<file path="config.mk">
export PLATFORM = sky130hd
export DESIGN_NAME = sync_fifo_flex
export DESIGN_NICKNAME = d
export VERILOG_FILES = /design/src/rtl/sync_fifo_pkg.sv /design/src/rtl/fifo_dpram.sv /design/src/rtl/sync_fifo_flex.sv
export SDC_FILE = /design/constraint.sdc
export NUM_CORES = 1
export LEC_CHECK = 0
export BUFFER_PORTS_ARGS = -buffer_cell sky130_fd_sc_hd__buf_4
export CORE_AREA = 2 2 138 140
export CTS_CLUSTER_DIAMETER = 30
export DETAILED_ROUTE_END_ITERATION = 8
export DIE_AREA = 0 0 140 142
export PLACE_DENSITY = 0.57
export SLEW_MARGIN = 10
export SYNTH_ARGS = -nofsm -noshare
export SYNTH_HDL_FRONTEND = slang
export SYNTH_SLANG_ARGS = --single-unit
</file>
<file path="constraint.sdc">
create_clock -name clk -period 2.7 [get_ports clk]
set_input_delay 0.27 -clock clk [delete_from_list [all_inputs] [get_ports clk]]
set_output_delay 0.27 -clock clk [all_outputs]
set_load 0.1 [all_outputs]
</file>
<file path="src/rtl/sync_fifo_pkg.sv">
// Shared definitions for the synchronous FIFO.
//   FWFT_OFF / FWFT_ON : read-mode selectors for sync_fifo_flex.FWFT
//   ptr_w(depth)       : read/write pointer width
//   cnt_w(depth)       : occupancy counter width (holds 0..depth)
//   is_pow2(v)         : used to validate DEPTH at elaboration
package sync_fifo_pkg;

  localparam bit FWFT_OFF = 1'b0;
  localparam bit FWFT_ON  = 1'b1;

  function automatic int unsigned ptr_w(input int unsigned depth);
    return (depth > 1) ? $clog2(depth) : 1;
  endfunction

  function automatic int unsigned cnt_w(input int unsigned depth);
    return $clog2(depth) + 1;
  endfunction

  function automatic bit is_pow2(input int unsigned v);
    return (v != 0) && ((v & (v - 1)) == 0);
  endfunction

endpackage

</file>
<file path="src/rtl/fifo_dpram.sv">
// Storage array for sync_fifo_flex: one synchronous write port and one
// combinational read port. Contents are never reset.
//   clk      : clock
//   we_i     : write enable
//   waddr_i  : write address
//   wdata_i  : write data
//   raddr_i  : read address
//   rdata_o  : read data (combinational from raddr_i)
module fifo_dpram #(
  parameter int unsigned DATA_W = 8,
  parameter int unsigned DEPTH  = 16,
  parameter int unsigned AW     = 4
) (
  input  logic              clk,
  input  logic              we_i,
  input  logic [AW-1:0]     waddr_i,
  input  logic [DATA_W-1:0] wdata_i,
  input  logic [AW-1:0]     raddr_i,
  output logic [DATA_W-1:0] rdata_o
);

  logic [DATA_W-1:0] mem_q [DEPTH];

  always_ff @(posedge clk) begin
    if (we_i) begin
      mem_q[waddr_i] <= wdata_i;
    end
  end

  assign rdata_o = mem_q[raddr_i];

endmodule

</file>
<file path="src/rtl/sync_fifo_flex.sv">
// Single-clock FIFO with registered occupancy/threshold flags, overflow and
// underflow pulses, and selectable registered-read or first-word-fall-through
// output.
//   clk          : clock, all state on rising edge
//   rst_a        : synchronous active-high reset (memory not cleared)
//   wr_en        : write request
//   data_in      : write data
//   rd_en        : read / pop request
//   data_out     : read data (FWFT=0: loaded on accepted read;
//                  FWFT=1: head entry whenever not empty)
//   full/empty   : occupancy flags
//   almost_full  : count >= AF_LEVEL
//   almost_empty : count <= AE_LEVEL
//   count        : occupancy 0..DEPTH
//   overflow     : one-cycle pulse for a write dropped while full
//   underflow    : one-cycle pulse for a read rejected while empty
module sync_fifo_flex
  import sync_fifo_pkg::*;
#(
  parameter int unsigned DATA_W   = 8,
  parameter int unsigned DEPTH    = 16,
  parameter int unsigned AF_LEVEL = DEPTH - 2,
  parameter int unsigned AE_LEVEL = 2,
  parameter bit          FWFT     = FWFT_OFF
) (
  input  logic                      clk,
  input  logic                      rst_a,
  input  logic                      wr_en,
  input  logic [DATA_W-1:0]         data_in,
  input  logic                      rd_en,
  output logic [DATA_W-1:0]         data_out,
  output logic                      full,
  output logic                      empty,
  output logic                      almost_full,
  output logic                      almost_empty,
  output logic [cnt_w(DEPTH)-1:0]   count,
  output logic                      overflow,
  output logic                      underflow
);

  localparam int unsigned AW = ptr_w(DEPTH);
  localparam int unsigned CW = cnt_w(DEPTH);

  localparam logic [CW-1:0] DEPTH_C = CW'(DEPTH);
  localparam logic [CW-1:0] AF_C    = CW'(AF_LEVEL);
  localparam logic [CW-1:0] AE_C    = CW'(AE_LEVEL);

  if (!is_pow2(DEPTH) || DEPTH < 4) begin : g_bad_depth
    $error("sync_fifo_flex: DEPTH must be a power of two and at least 4");
  end
  if (!(AE_LEVEL < AF_LEVEL && AF_LEVEL <= DEPTH)) begin : g_bad_levels
    $error("sync_fifo_flex: need AE_LEVEL < AF_LEVEL <= DEPTH");
  end
  if (DATA_W < 1 || DATA_W > 64) begin : g_bad_width
    $error("sync_fifo_flex: DATA_W must be in 1..64");
  end

  logic [AW-1:0]     wr_ptr_q, wr_ptr_d;
  logic [AW-1:0]     rd_ptr_q, rd_ptr_d;
  logic [CW-1:0]     count_q, count_d;
  logic              full_q, full_d;
  logic              empty_q, empty_d;
  logic              af_q, af_d;
  logic              ae_q, ae_d;
  logic              ovf_q, ovf_d;
  logic              unf_q, unf_d;
  logic [DATA_W-1:0] dout_q, dout_d;

  logic              wr_acc;
  logic              rd_acc;
  logic              ram_we;
  logic [AW-1:0]     ram_raddr;
  logic [DATA_W-1:0] ram_rdata;

  // Pointer, count and flag next-state
  always_comb begin
    // A full FIFO still takes a write when a pop frees a slot the same cycle.
    wr_acc   = wr_en && (!full_q || rd_en);
    rd_acc   = rd_en && !empty_q;
    wr_ptr_d = wr_acc ? wr_ptr_q + AW'(1) : wr_ptr_q;
    rd_ptr_d = rd_acc ? rd_ptr_q + AW'(1) : rd_ptr_q;
    count_d  = count_q;
    case ({wr_acc, rd_acc})
      2'b10:   count_d = count_q + CW'(1);
      2'b01:   count_d = count_q - CW'(1);
      default: count_d = count_q;
    endcase
    full_d  = (count_d == DEPTH_C);
    empty_d = (count_d == '0);
    af_d    = (count_d >= AF_C);
    ae_d    = (count_d <= AE_C);
    ovf_d   = wr_en && !rd_en && full_q;
    unf_d   = rd_en && empty_q;
  end

  // In FWFT mode the RAM is addressed with the post-edge head pointer so the
  // output register already holds the new head once the edge has passed.
  assign ram_raddr = (FWFT == FWFT_ON) ? rd_ptr_d : rd_ptr_q;
  assign ram_we    = wr_acc && !rst_a;

  always_comb begin
    dout_d = dout_q;
    if (FWFT == FWFT_ON) begin
      if (count_d != '0) begin
        // The word being written this cycle becomes the head only when it
        // lands in the head slot; it is not in the RAM yet, so bypass it.
        dout_d = (wr_acc && (wr_ptr_q == rd_ptr_d)) ? data_in : ram_rdata;
      end
    end else if (rd_acc) begin
      dout_d = ram_rdata;
    end
  end

  fifo_dpram #(
    .DATA_W (DATA_W),
    .DEPTH  (DEPTH),
    .AW     (AW)
  ) u_ram (
    .clk     (clk),
    .we_i    (ram_we),
    .waddr_i (wr_ptr_q),
    .wdata_i (data_in),
    .raddr_i (ram_raddr),
    .rdata_o (ram_rdata)
  );

  always_ff @(posedge clk) begin
    if (rst_a) begin
      wr_ptr_q <= '0;
      rd_ptr_q <= '0;
      count_q  <= '0;
      full_q   <= 1'b0;
      empty_q  <= 1'b1;
      af_q     <= 1'b0;
      ae_q     <= 1'b1;
      ovf_q    <= 1'b0;
      unf_q    <= 1'b0;
      dout_q   <= '0;
    end else begin
      wr_ptr_q <= wr_ptr_d;
      rd_ptr_q <= rd_ptr_d;
      count_q  <= count_d;
      full_q   <= full_d;
      empty_q  <= empty_d;
      af_q     <= af_d;
      ae_q     <= ae_d;
      ovf_q    <= ovf_d;
      unf_q    <= unf_d;
      dout_q   <= dout_d;
    end
  end

  assign data_out     = dout_q;
  assign full         = full_q;
  assign empty        = empty_q;
  assign almost_full  = af_q;
  assign almost_empty = ae_q;
  assign count        = count_q;
  assign overflow     = ovf_q;
  assign underflow    = unf_q;

endmodule

</file>
==> results.md <==
- Setup violations, final: 0
- Initial Util: 0.343
- Largest family of logic cells by synthesized area: multiplexers
- Slew Limit Fails: 0
- P&R area growth vs syn: 18.4%
- Synth area leaders: edfxtp_1 61%, dfxtp_1 8.5%, mux4_2 7.8%, mux4_1 4.2%, a22oi_1 2.0%
- Design area: 7490 um^2
- HPWL Detailed: 8090 um
- Later-pin clock latency in the skew report: 0.42 ns
- TritonCTS clock tree: done
- Rows: 50
- Synth cell count leaders: 128 x edfxtp_1, 34 x nor2_1, 27 x dfxtp_1, 24 x a21oi_1, 22 x mux4_2
- Tcrit/Tclk final: 0.885
- Die Width: 140 um
- Fmax: 0.418 GHz
- GRT Util Overall: 0.136
- Most frequent cell after synthesis: edfxtp_1
- Sequential element share of the synthesized area: 0.693
- Post-synth top area share: 0.607
- Worst setup margin: 0.310 ns
- CP Data Required Time: 3.02 ns
- Clock skew: 0.00763 ns
- Synth Flop Type: edfxtp_1
- PortBufs: 30
- Routed wire length per instance: 19.1 um
- DP Worst Slack: 0.205 ns
- Worst-path cell chain: nand2b_1 > nand2_1 > ha_1 > xor2_1 > ha_2 > nor2_1 > o32ai_1 > and4b_1 > mux2_4 > a21o_1
- Synth Area per Inst: 16.7 um^2
- Synth Area in Compound Gates: 0.0641
- Synthesized instance count: 378
- RD Place Congestion: 0.763
- Adder-Cell Fraction of Synth Area: 0.0158
- Synth Warn #: 0
- Final core occ: 0.406
- RSZ-0062 raised after global routing: false
- # hold bufs at CTS: 0
- Post-synthesis net count: 398
- Via Count: 3426
- Via density: 5.08
- Slew @ Worst Pin: 0.755 ns
- Max Cap Viol: 0
- Maximum VDD drop: 0.000443 V
- Gr ovfl total: 0
- CP Capture Type: register
- Slowest CP cell: dfxtp_4
- Core Box Area: 18500 um^2
- Synth cell types: 47
- Clk buf depth: 2
- Pwr dens: 834 nW/um^2
- DRC viols: 0
- Layout cells sized above 1: 0.264
- Die area: 19900 um^2
- Mapped cell area: 6330 um^2
- Filler cells: 1645
- I/O pin total: 31
- Drt initial violations: 222
- Sink Count: 155
- Nets: 447
- Simple-gate area share of the yosys netlist: 0.0595
- Biggest area consumer among synthesized cells: edfxtp_1
- Post-synth ARST share: 0
- Pin count of the biggest net entering global routing: 36
- Setup TNS: 0 ns
- ANT nets after route: 0
- Yosys reg bits: 155
- Final Hold Viols: 0
- Critical path launch point type: register
- Area of the multi-input gates: 1780 um^2
- Die Ht: 142 um
- Crit path max fanout: 5
- Setup Buffers After CTS: 0
- Hold Crit Class: in -> reg
- Root buffer cell: clkbuf_16
- Post-synth EDFFs: 128
- Post-Synth XOR/XNOR Area: 0.0176
- Clock transition at path regs: 0.06 ns
- DRT Pass-1 Iters: 6
- Final wirelength: 12900 um
- Register area: 4390 um^2
- Status: finished, final reports clean
- Tmin final: 2.39 ns
- Vias in the first global route: 3508
- Arr. time, crit path: 2.71 ns
- Critical path class: reg -> reg
- CP peak stage delay: 0.34 ns
- Antenna violations before repair: 0
- Placed Area: 6890 um^2
- Max transition margin: 0.495
- Gates resized, CTS repair: 0
- Mux cell area share after synthesis: 0.122
- Leak Pwr: 2.52 nW
- First-pass GRT wire length: 19800 um
- CTS buffer count: 17
- CTS H-Tree Depth: 4
- Antenna diode count: 0
- Hold Slack: 0.101 ns
==> sequential cells by signal, summed over array words and instances (netlist names) <==
name          count
almost_empty      1
almost_full       1
count             5
data_out          8
empty             1
full              1
overflow          1
ram_raddr         4
u_ram.mem_q     128
underflow         1
wr_ptr_q          4
==> logic make-up (layout without fill, tap and decap cells) <==
| group | after synthesis | count (layout) |
|---|---|---|
| buffers and inverters | 28 | 90 |
| xor gates and xnor gates | 11 | 11 |
| and+or+nand+nor | 81 | 81 |
| adders and majority gates | 8 | 8 |
| DFF | 155 | 155 |
| muxes | 33 | 33 |
| AOI/OAI and AO/OA | 62 | 62 |
==> layout by cell type, fill, tap and decap left out, types with 2 or more instances in the layout <==
master,Yosys,final
ha_1,8,7
nand4_1,3,3
edfxtp_1,128,128
o21ai_0,6,6
clkbuf_16,0,17
or3_1,2,2
nor2_1,34,34
mux4_2,22,22
a21oi_1,24,24
inv_1,5,4
mux4_1,10,10
clkinvlp_4,0,4
a31o_2,2,2
xor2_1,6,6
dfxtp_1,27,24
nand2b_1,5,4
a22oi_1,17,17
clkbuf_1,3,3
buf_4,4,52
nor2b_1,4,4
dfxtp_4,0,2
nand2_1,16,16
and3_1,2,2
nand3_1,5,5
xnor2_1,4,4
a31oi_1,2,2
a21o_1,2,2
bufinv_16,0,3
nor3_1,5,5
o211ai_1,2,2
inv_6,0,3
==> per-layer routing <==
layer / wire (um) / vias to the layer above / GRT usage
met5: 0 / - / 0
li1: - / 1586 / -
met3: 383 / 16 / 0.0293
met2: 6550 / 64 / 0.232
met1: 5720 / 1760 / 0.169
met4: 210 / 0 / 0.0558
==> report_power, final <==
| part | total, mW | leakage [nW] | switching, mW | internal, mW |
|---|---|---|---|---|
| combinational | 1.10 | 0.863 | 0.724 | 0.376 |
| clock | 2.42 | 0.280 | 0.952 | 1.47 |
| sequential | 2.73 | 1.37 | 0.0711 | 2.66 |
| total | 6.25 | 2.52 | 1.75 | 4.51 |
==> layout make-up <==
class                   count  area share
inverters                   5     0.00250
clock buffers              20      0.0583
repair buffers             53      0.0548
clock inverters            12      0.0222
flip-flops and latches    155       0.586
multi-input cells         195       0.237
well taps                 234      0.0391
==> worst max-delay path, delay by kind of cell, from the launching register on <==
kind            cells  cell delay, ns
simple gates        4            0.56
flops               1            0.34
fa+ha+maj           2            0.45
compound gates      2            0.42
mux                 1            0.32
xor+xnor            1            0.19
==> through the flow <==
stage | instances | power, mW
2_1_floorplan | 378 | 3.65
3_3_place_gp | 642 | 3.87
3_5_place_dp | 642 | 3.88
4_1_cts | 674 | 6.31
5_1_grt | 674 | 6.47
6_report | 674 | 6.25
==> path summary, 6_finish.rpt <==
kind,start,end,slack [ns],cells past startpoint
max,full,almost_full,0.31,10
min,rd_en,underflow,0.10,3
max reg2reg,full,almost_full,0.31,10
min reg2reg,empty,underflow,0.49,2
Note: power is estimated with default switching activity, not from simulation.
